**src/rtl/config_chain_loader.sv**
```systemverilog
// Configuration chain loader: buffers words from the bridge and shifts them LSB first
// into a tile configuration chain, then strobes cfg_set_o once CHAIN_LEN bits are in.
//
// state  | meaning
// IDLE   | armed, chain untouched, waiting for the first word
// SHIFT  | presenting one bit per cycle (stalls while no word is available)
// SET    | one-cycle latch strobe; word buffer flushed on entry
// DONE   | load complete, words refused until start_i
module config_chain_loader #(
   parameter int WORD_W     = 32,
   parameter int CHAIN_LEN  = 64,
   parameter int FIFO_DEPTH = 2
) (
   input  logic                               wb_clk_i,
   input  logic                               wb_rst_i,
   input  logic                               start_i,
   input  logic [WORD_W-1:0]                  word_i,
   input  logic                               word_valid_i,
   output logic                               word_ready_o,
   output logic                               cfg_data_o,
   output logic                               cfg_shift_o,
   output logic                               cfg_set_o,
   output logic                               busy_o,
   output logic                               done_o,
   output logic [$clog2(CHAIN_LEN+1)-1:0]     bits_sent_o
);

   localparam int CNT_W = $clog2(CHAIN_LEN + 1);
   localparam int REM_W = $clog2(WORD_W + 1);
   localparam int PTR_W = $clog2(FIFO_DEPTH);
   localparam int OCC_W = PTR_W + 1;

   typedef enum logic [1:0] {
      ST_IDLE,
      ST_SHIFT,
      ST_SET,
      ST_DONE
   } state_t;

   state_t             state_q, state_d;
   logic [WORD_W-1:0]  sr_q, sr_d;
   logic [REM_W-1:0]   rem_q, rem_d;
   logic [CNT_W-1:0]   bits_q, bits_d;
   logic [PTR_W-1:0]   wr_ptr_q, wr_ptr_d;
   logic [PTR_W-1:0]   rd_ptr_q, rd_ptr_d;
   logic [OCC_W-1:0]   occ_q, occ_d;
   logic [WORD_W-1:0]  fifo_mem_q [FIFO_DEPTH];

   logic fifo_full;
   logic fifo_empty;
   logic accepting;
   logic push;
   logic shifting;
   logic last_chain_bit;
   logic sr_need;
   logic pop_fifo;
   logic bypass;
   logic load;
   logic fifo_wr;

   assign fifo_full  = (occ_q == OCC_W'(FIFO_DEPTH));
   assign fifo_empty = (occ_q == '0);
   assign accepting  = ((state_q == ST_IDLE) || (state_q == ST_SHIFT)) && !fifo_full;
   assign push       = word_valid_i && accepting && !start_i && !wb_rst_i;

   assign shifting       = (state_q == ST_SHIFT) && (rem_q != '0);
   assign last_chain_bit = shifting && (bits_q == CNT_W'(CHAIN_LEN - 1));

   // Reload in the same cycle the last bit of a word goes out, so streams have no gaps.
   // When the buffer is empty an incoming word goes straight into the shift register.
   assign sr_need  = ((state_q == ST_IDLE) || (state_q == ST_SHIFT)) && !last_chain_bit &&
                     ((rem_q == '0) || (shifting && (rem_q == REM_W'(1))));
   assign pop_fifo = sr_need && !fifo_empty;
   assign bypass   = sr_need && fifo_empty && push;
   assign load     = pop_fifo || bypass;
   assign fifo_wr  = push && !bypass;

   always_comb begin
      state_d  = state_q;
      sr_d     = sr_q;
      rem_d    = rem_q;
      bits_d   = bits_q;
      wr_ptr_d = wr_ptr_q;
      rd_ptr_d = rd_ptr_q;
      occ_d    = occ_q + OCC_W'(fifo_wr) - OCC_W'(pop_fifo);

      if (fifo_wr) begin
         wr_ptr_d = wr_ptr_q + PTR_W'(1);
      end
      if (pop_fifo) begin
         rd_ptr_d = rd_ptr_q + PTR_W'(1);
      end

      if (shifting) begin
         sr_d   = sr_q >> 1;
         rem_d  = rem_q - REM_W'(1);
         bits_d = bits_q + CNT_W'(1);
      end
      if (load) begin
         sr_d  = pop_fifo ? fifo_mem_q[rd_ptr_q] : word_i;
         rem_d = REM_W'(WORD_W);
      end

      case (state_q)
         ST_IDLE: begin
            if (load) begin
               state_d = ST_SHIFT;
            end
         end
         ST_SHIFT: begin
            if (last_chain_bit) begin
               state_d  = ST_SET;
               sr_d     = '0;
               rem_d    = '0;
               wr_ptr_d = '0;
               rd_ptr_d = '0;
               occ_d    = '0;
            end
         end
         ST_SET: begin
            state_d = ST_DONE;
         end
         ST_DONE: begin
            state_d = ST_DONE;
         end
         default: begin
            state_d = ST_IDLE;
         end
      endcase

      if (start_i) begin
         state_d  = ST_IDLE;
         sr_d     = '0;
         rem_d    = '0;
         bits_d   = '0;
         wr_ptr_d = '0;
         rd_ptr_d = '0;
         occ_d    = '0;
      end
   end

   always_ff @(posedge wb_clk_i) begin
      if (wb_rst_i) begin
         state_q  <= ST_IDLE;
         sr_q     <= '0;
         rem_q    <= '0;
         bits_q   <= '0;
         wr_ptr_q <= '0;
         rd_ptr_q <= '0;
         occ_q    <= '0;
      end else begin
         state_q  <= state_d;
         sr_q     <= sr_d;
         rem_q    <= rem_d;
         bits_q   <= bits_d;
         wr_ptr_q <= wr_ptr_d;
         rd_ptr_q <= rd_ptr_d;
         occ_q    <= occ_d;
      end
   end

   always_ff @(posedge wb_clk_i) begin
      if (fifo_wr) begin
         fifo_mem_q[wr_ptr_q] <= word_i;
      end
   end

   // Reset forces every output low in the cycle it is asserted as well.
   assign word_ready_o = accepting && !wb_rst_i;
   assign cfg_shift_o  = shifting && !wb_rst_i;
   assign cfg_data_o   = shifting && sr_q[0] && !wb_rst_i;
   assign cfg_set_o    = (state_q == ST_SET) && !wb_rst_i;
   assign busy_o       = ((state_q == ST_SHIFT) || (state_q == ST_SET)) && !wb_rst_i;
   assign done_o       = (state_q == ST_DONE) && !wb_rst_i;
   assign bits_sent_o  = wb_rst_i ? '0 : bits_q;

endmodule

```
**config.mk**
```make
export PLATFORM = sky130hd
export DESIGN_NAME = config_chain_loader
export DESIGN_NICKNAME = d
export VERILOG_FILES = /design/src/rtl/config_chain_loader.sv
export SDC_FILE = /design/constraint.sdc
export NUM_CORES = 1
export LEC_CHECK = 0
export CAP_MARGIN = 20
export CORE_MARGIN = 8
export CORE_UTILIZATION = 50
export DETAILED_ROUTE_END_ITERATION = 8
export GPL_ROUTABILITY_DRIVEN = 0
export PLACE_DENSITY = 0.67
export SLEW_MARGIN = 20
export SYNTH_ARGS = -nofsm -noshare
export SYNTH_HDL_FRONTEND = slang
export SYNTH_SLANG_ARGS = --single-unit
```
**constraint.sdc**
```tcl
create_clock -name wb_clk_i -period 3.6 [get_ports wb_clk_i]
set_input_delay 0.72 -clock wb_clk_i [delete_from_list [all_inputs] [get_ports wb_clk_i]]
set_output_delay 0.72 -clock wb_clk_i [all_outputs]
set_load 0.005 [all_outputs]
```
==> results of run 1 <==
==> Yosys cell counts (3+ instances only) <==
cell type	n	area (sq um)
sky130_fd_sc_hd__and2_1	32	200
sky130_fd_sc_hd__nor2b_1	11	68.8
sky130_fd_sc_hd__a211oi_1	37	278
sky130_fd_sc_hd__inv_1	9	33.8
sky130_fd_sc_hd__buf_4	4	30.0
sky130_fd_sc_hd__mux2_2	32	360
sky130_fd_sc_hd__nand2_1	8	30.0
sky130_fd_sc_hd__nand3_1	3	15.0
sky130_fd_sc_hd__a211oi_2	26	325
sky130_fd_sc_hd__xnor2_1	7	61.3
sky130_fd_sc_hd__edfxtp_1	64	1920
sky130_fd_sc_hd__and3_1	3	18.8
sky130_fd_sc_hd__xor2_1	7	61.3
sky130_fd_sc_hd__nor2_1	22	82.6
sky130_fd_sc_hd__dfxtp_1	51	1020
sky130_fd_sc_hd__buf_6	4	45.0
sky130_fd_sc_hd__mux2i_1	32	320
sky130_fd_sc_hd__nand4_1	4	25.0
sky130_fd_sc_hd__ha_1	12	150
sky130_fd_sc_hd__buf_2	3	15.0
sky130_fd_sc_hd__clkbuf_1	15	56.3
sky130_fd_sc_hd__a21oi_1	4	20.0
==> per-stage QoR <==
stage	instances	hold slack [ns]	instance area, sq um	util	power (mW)
2_1_floorplan	415	0.459	5330	-	1.55
6_report	615	0.506	6480	0.627	3.13
3_5_place_dp	583	0.499	5930	0.574	1.62
4_1_cts	615	0.507	6480	0.627	3.17
5_1_grt	615	0.533	6480	0.627	3.24
3_3_place_gp	583	0.489	5930	0.574	1.62
==> cell type report <==
type | instances | area, sq um | area share
Sequential cell | 115 | 2940 | 0.454
Multi-Input combinational cell | 263 | 2200 | 0.340
Timing Repair Buffer | 60 | 583 | 0.0900
Clock buffer | 25 | 464 | 0.0717
Tap cell | 136 | 170 | 0.0263
Clock inverter | 7 | 83.8 | 0.0129
Inverter | 9 | 33.8 | 0.00522
==> per-layer routing <==
metal,up-vias,part of all wire
met1,1630,0.47
li1,1647,-
met4,0,0.0079
met3,6,0.039
met5,-,0
met2,58,0.49
==> logic make-up (layout without fill, tap and decap cells) <==
logic type	Yosys count	in the layout	synth area share
AOI/OAI and AO/OA	78	78	0.133
muxes	64	64	0.128
DFF	115	115	0.553
buffers and inverters	37	101	0.0352
xor gates and xnor gates	14	14	0.0230
and+or+nand+nor	95	95	0.100
adders and majority gates	12	12	0.0282
==> worst max path at each step <==
stage                           startpoint                    endpoint  slack [ns]  cells after the start
floorplan           bits_q[0]$_SDFFE_PP0P_  fifo_mem_q[1][0]$_DFFE_PP_        0.77                      9
global placement                  wb_rst_i  fifo_mem_q[0][2]$_DFFE_PP_        0.53                      8
detailed placement                wb_rst_i  fifo_mem_q[1][1]$_DFFE_PP_        0.43                      8
CTS                    rem_q[5]$_SDFF_PP0_                  cfg_data_o        0.53                      5
global route           rem_q[5]$_SDFF_PP0_                  cfg_data_o        0.48                      5
finish                            wb_rst_i                  cfg_data_o        0.58                      4
==> state kept, by name, summed over array words and instances (netlist names) <==
register and cells:
bits_q 7, fifo_mem_q 64, occ_q 2, rd_ptr_q 1
rem_q 6, sr_q 32, state_q 2, wr_ptr_q 1
==> where the power goes <==
part           switching, mW  internal (mW)
sequential           0.00753           1.40
combinational         0.0970         0.0894
clock                  0.521           1.01
total                  0.625           2.50
==> worst max-delay path, cell delays in order <==
cell	delay (ns)
sky130_fd_sc_hd__clkdlybuf4s50_1	0.64
sky130_fd_sc_hd__nor2_1	0.29
sky130_fd_sc_hd__and2_1	0.16
sky130_fd_sc_hd__clkdlybuf4s50_1	0.49
==> results.md, run 1 <==
- The post-synthesis instance area is 5330 sq um.
- The starting density of the core is 0.516.
- The instance count of the mapped netlist is between 400 and 500.
- After clock tree synthesis, the flow added hold-fix buffers numbering 0.
- The critical path is of the in2out type.
- The tool flagged a number of max-cap violations equal to 0.
- The hold violation total from the final report is 0.
- Once routing completed, OpenROAD measured the worst setup slack at around 0.58 ns.
- The global-route wire length before repair is ~17 mm.
- In the global route stage, overall resource usage came out at 0.152.
- The element type at the critical path start is an input pin.
- Summed over all nets, the half-perimeter wirelength after detailed placement is 6.61 mm.
- The total of cells resized after clock tree synthesis is 0.
- The number of buffers inserted during clock tree synthesis is 17.
- CTS placed an instance of sky130_fd_sc_hd__clkbuf_8 at the clock tree root.
- met2 is the most crowded layer.
- The met2 layer usage reported by global route is 0.245.
- The leading cell type in the layout, fill and taps excluded is sky130_fd_sc_hd__edfxtp_1.
- The core region area is between 10000 and 15000 sq um.
- The total of warnings raised by yosys is 0.
- The initial antenna violation count is 0.
- In this run the count of I/O pins placed on the die edge is just under 50.
- Synthesis produced a netlist with a net count of 463.
- The floorplan step set the die width to between 100 and 150 microns.
- The top cell types in the final layout, fill and taps aside, are sky130_fd_sc_hd__edfxtp_1, sky130_fd_sc_hd__dfxtp_1, sky130_fd_sc_hd__clkdlybuf4s50_1.
- The worst-case register-to-register setup slack is ~0.78 ns.
- Static timing analysis puts the maximum clock frequency at between 300 and 400 MHz.
- Setup repair after global routing left no endpoint under its margin.
- The count of TritonRoute iterations in the first routing pass is 4.
- TritonCTS built the clock tree.
- The path class of the tightest hold or removal check is reg2reg.
- The sum of routed wire length over all layers is between 10 and 15 mm.
- The synthesis-to-layout area growth is 21.6%.
- Along the worst path, the maximum fanout reaches 14.
- The maximum vdd ir drop is between 0.2 and 0.3 mV.
- The clock skew is roughly 0.0080 ns.
- The clock passes through at most 2 buffers.
- In the finished design, the share of the clock period the worst path needs comes to 0.840.
- The largest net degree at the start of global routing is 39.
- The floorplan step defined a die boundary enclosing roughly 14000 sq um.
- In the routed design, unresolved DRC markers number 0.
- The smallest clock period supported by the final layout is computed as ~3.0 ns.
- The capture point of the worst reg-to-reg path is fifo_mem_q[0][28]$_DFFE_PP_.
- The nature of the critical path endpoint is an output pin.
- After detailed routing, the number of vias per cell comes to around 5.4.
- The number of antenna cells inserted is 0.
- The depth of the worst register-to-register path is 9.
- The clock transition at the register clock pins on the worst setup and hold paths after CTS is ~0.050 ns.
- Measured along the y axis, the die boundary spans around 120 microns.
- After routing, the total negative slack on setup checks comes to 0 ns.
- In this run, the number of DRC markers left after iteration 0 of detailed routing was approximately 210.
- The total congestion overflow after global routing is 0.
- Counting flops with an async set or reset pin after synthesis yields a share of 0.
- In this run the core area contains 37 standard-cell rows.
- In this run the remaining antenna-violating nets after routing total 0.
- In the final layout, the share of cells above drive strength 1 is 0.217.
- The clock tree synthesis step divided the H-tree into 4 levels.
- The run finished with clean final reports.
- The clock sink count is about 120.
- The number of global-route vias before repair was 3580.
- The layout filler cell count is approximately 800.
- The most used flip-flop cell after synthesis is sky130_fd_sc_hd__edfxtp_1.
- The detailed-route wire length per cell is between 15 and 20 microns.
- In this run the post-CTS setup repair buffer count came out at 0.
- The synthesized flop and latch total is approximately 120.
- For this run, global-route usage on met1 was measured as 0.187.
- Dividing total power by cell area gives a power density of ~480 nW/um^2.
- The leakage power figure is about 2.1 nW.
- The later pin in the worst-skew pair is clocked with a latency of approximately 0.50 ns.
- For this block, the via count after detailed routing is 3341.
- At the worst endpoint, the arrival time is ~2.3 ns.
- The number of nets in the layout is between 500 and 600.
- The max-slew violation count is 0.
- Of the synthesized area, sequential elements account for 0.553.
- Yosys mapped a number of flops with a built-in enable equal to 64.
- The transition time at the pin with the least slew margin is about 0.67 ns.
- The count of final setup violators is 0.
- The mean instance size in the synthesized netlist is 12.8 sq um.
- The number of distinct library cells after synthesis is 42.
- The number of buffers added on ports is between 40 and 50.
- The launch point of the worst hold path is bits_q[1]$_SDFFE_PP0P_.
- In the global route stage, met3 resource usage came out at 0.0435.
- The startpoint of the most critical register-to-register path is bits_q[0]$_SDFFE_PP0P_.
- The worst relative slew slack is 0.553.
- The post-placement setup slack is about 0.43 ns.
- The worst hold path passes through 2 cells.
- The required time of the critical path is ~2.9 ns.
- The worst hold path terminates at bits_q[1]$_SDFFE_PP0P_.
Note: power is estimated with default switching activity, not from simulation.
==> run 2, diff against run 1 <==
==> constraint.sdc (replaced) <==
create_clock -name wb_clk_i -period 3.15 [get_ports wb_clk_i]
set_input_delay 0.63 -clock wb_clk_i [delete_from_list [all_inputs] [get_ports wb_clk_i]]
set_output_delay 0.63 -clock wb_clk_i [all_outputs]
set_load 0.005 [all_outputs]
==> run 2 against run 1 <==
Compared with the run above: non-clock buffer count up 3; count of clock-buffer cells in the layout down 6; clock skew down 0.0017 ns; first-iteration DRC count down 48%; combinational power up 13%; cell count up 0.49%; total power up 11%; register-to-register slack worse by 0.34 ns; clock power up 7%; via count down 0.21%; core utilization about the same; hold slack worse by 0.00083 ns; critical path type is now reg2out; largest cell class unchanged.
==> results.md, run 2 (synthesis gave the netlist of run 1 again) <==
- The worst hold path belongs to the class reg2reg.
- The worst setup path is launched from a flip-flop.
- The layer flagged by global routing as most heavily used is met2.
- The number of antenna cells inserted is 0 (unchanged).
- The number of buffers inserted during clock tree synthesis is 17 (unchanged).
- The number of nets in the layout is 517 (+0.58%).
- The ratio of routed vias to standard cells is 5.39 (-0.69%).
- The placement row count is 37 (unchanged).
- The number of nets with antenna violations after routing is 0 (unchanged).
- The die outline width is 119 microns (unchanged).
- The vias after detailed routing is 3334 (-0.21%).
- The sum of routed wire length over all layers was 10.1 mm (-0.44%).
- The global-route wire length before repair was 17.2 mm (-1.1%).
- The total congestion overflow after global routing came to 0 (unchanged).
- The clock tree from TritonCTS is yes.
- Setup repair after global routing left no endpoint under its margin.
- The number of H-tree levels was 4 (unchanged).
- The required time of the critical path is 2.52 ns (-0.36 ns).
- The die outline area is 14200 sq um (unchanged).
- The die outline height is 119 microns (unchanged).
- The initial antenna violation count is 0 (unchanged).
- The worst setup path is captured at an output pin.
- The max-slew violation count is 0 (unchanged).
- The final hold slack is 0.506 ns (-0.000832 ns).
- The placed wire-length estimate is 6.52 mm (-1.4%).
- The startpoint-to-endpoint class of the critical path is reg2out.
- The number of buffers inserted to repair setup after CTS is 0 (unchanged).
- The top cell types in the final layout, fill and taps aside, are sky130_fd_sc_hd__edfxtp_1, sky130_fd_sc_hd__dfxtp_1, sky130_fd_sc_hd__clkdlybuf4s50_1.
- The total of cells resized after clock tree synthesis is 0 (unchanged).
- The clock transition at the register clock pins on the worst setup and hold paths after CTS is 0.06 ns (about the same).
- The met1 routing resource usage after global routing is 0.177 (-0.00952).
- The number of I/O pins is 49 (unchanged).
- The starting density of the core is 0.516 (unchanged).
- The worst-skew pair later-pin latency is 0.50 ns (about the same).
- The clock skew was 0.00630 ns (-0.00173 ns).
- The number of global-route vias before repair was 3610 (+0.84%).
- The transition time at the pin with the least slew margin is 0.814 ns (+0.144 ns).
- The number of buffers inserted by hold repair at cts was 0 (unchanged).
- The power density relative to cell area is 535 nW/um^2 (+11%).
- The count of final setup violators came to 0 (unchanged).
- The number of design-rule violations left by the first detailed-router iteration is 110 (-48%).
- The flip-flop count of the largest register, all copies and words added is 64 (unchanged).
- CTS placed an instance of sky130_fd_sc_hd__clkbuf_8 at the clock tree root.
- The core region area was 10300 sq um (unchanged).
- The overall global routing resource usage is 0.148 (-0.00365).
- The count of TritonRoute iterations in the first routing pass is 4 (unchanged).
- The maximum root-to-sink buffer count was 2 (unchanged).
- The largest net degree at the start of global routing is 38 (-2.6%).
- The number of max-cap violations is 0 (unchanged).
- The met2 layer usage reported by global route is 0.246 (+0.000351).
- For this run, the top clock speed supported by timing is approximately 340 MHz.
- The worst relative slew slack is 0.457 (-0.0962).
- The largest registers in the layout are fifo_mem_q: 64 flops, sr_q: 32 flops, bits_q: 7 flops.
- The share of cells above drive strength 1 is 0.234 (+0.0173).
- The leakage power figure is 2.14 nW (-0.50%).
- Grouping stages by cell kind, the critical path spends the most delay in simple AND/OR/NAND/NOR gates.
- The hold violation total from the final report came to 0 (unchanged).
- The synthesis-to-layout area growth was 21.5% (about the same).
- Traced cell by cell, the critical path runs through or4_4 > o21ai_2 > nor2_1 > and2_1 > clkdlybuf4s50_1.
- The setup TNS after final layout is 0 ns (unchanged).
- The data arrival time of the worst path is 2.28 ns (-0.02 ns).
- The DRC violation count after routing is 0 (unchanged).
- Leaving out fill and tap cells, the most frequent cell in the layout is sky130_fd_sc_hd__edfxtp_1.
- The count of buffer and inverter cells on the critical path is 1 (-1).
- The delay contributed by the slowest stage of the critical path is 0.59 ns (-0.05 ns).
- fifo_mem_q holds more flip-flops than any other register.
- The global-route met3 utilization is 0.0463 (+0.00283).
- The number of buffers added on ports is 48 (unchanged).
- The highest net fanout along the worst path is 4 (-10).
- The maximum vdd ir drop came to 0.355 mV (+29%).
- The worst path needs about 2.9 ns of the cycle, external delays included.
- In the finished design, the share of the clock period the worst path needs comes to 0.924.
- Among all stages on the critical path, the largest delay is contributed by sky130_fd_sc_hd__or4_4.
- The clock sink count is 115 (unchanged).
- The flow ran to the end, and the final reports show no timing, DRC or antenna violations.
- The detailed-route wire length per cell is 16.4 microns (-0.93%).
## run 2: power breakdown
part           internal (mW)  switching (mW)  leakage, nW
Combinational          0.101           0.109        0.903
Clock                  0.979           0.661        0.245
Sequential              1.60         0.00861        0.988
Total                   2.68           0.779         2.14
## run 2: final timing paths
| check | start | end | slack (ns) | depth (start not counted) |
|---|---|---|---|---|
| worst max-delay path | rem_q[5]$_SDFF_PP0_ | cfg_data_o | 0.24 | 5 |
| worst min-delay path | sr_q[31]$_SDFF_PP0_ | sr_q[31]$_SDFF_PP0_ | 0.51 | 2 |
| worst max register to register | rem_q[5]$_SDFF_PP0_ | occ_q[1]$_SDFF_PP0_ | 0.44 | 11 |
| worst min register to register | sr_q[31]$_SDFF_PP0_ | sr_q[31]$_SDFF_PP0_ | 0.51 | 2 |
## run 2: through the flow
step,instance area [sq um],cells,total power [mW],worst slack [ns],utilization
floorplan,5330,415,1.77,0.316,-
global placement,5950,586,1.85,0.600,0.577
detailed placement,5950,586,1.85,0.462,0.577
CTS,6470,618,3.49,0.202,0.627
global route,6470,618,3.58,0.143,0.627
finish,6470,618,3.46,0.238,0.627
## run 2: final cells by class
class | count | area (sq um)
Multi-Input combinational cell | 263 | 2200
Tap cell | 136 | 170
Fill cell | 829 | 3850
Clock buffer | 19 | 432
Sequential cell | 115 | 2940
Inverter | 9 | 33.8
Clock inverter | 13 | 88.8
Timing Repair Buffer | 63 | 606
## run 2: tightest hold or removal path, cell delays in order, from the launching register on
cell and delay, ns:
sky130_fd_sc_hd__dfxtp_1 0.32, sky130_fd_sc_hd__nand3_1 0.07, sky130_fd_sc_hd__o22ai_1 0.07
## run 2: per-layer routing
| metal | up-vias | routed length (microns) | part of all wire |
|---|---|---|---|
| met2 | 57 | 4960 | 0.49 |
| met1 | 1617 | 4680 | 0.46 |
| met5 | - | 0 | 0 |
| met4 | 0 | 70 | 0.0069 |
| met3 | 7 | 422 | 0.042 |
| li1 | 1653 | - | - |
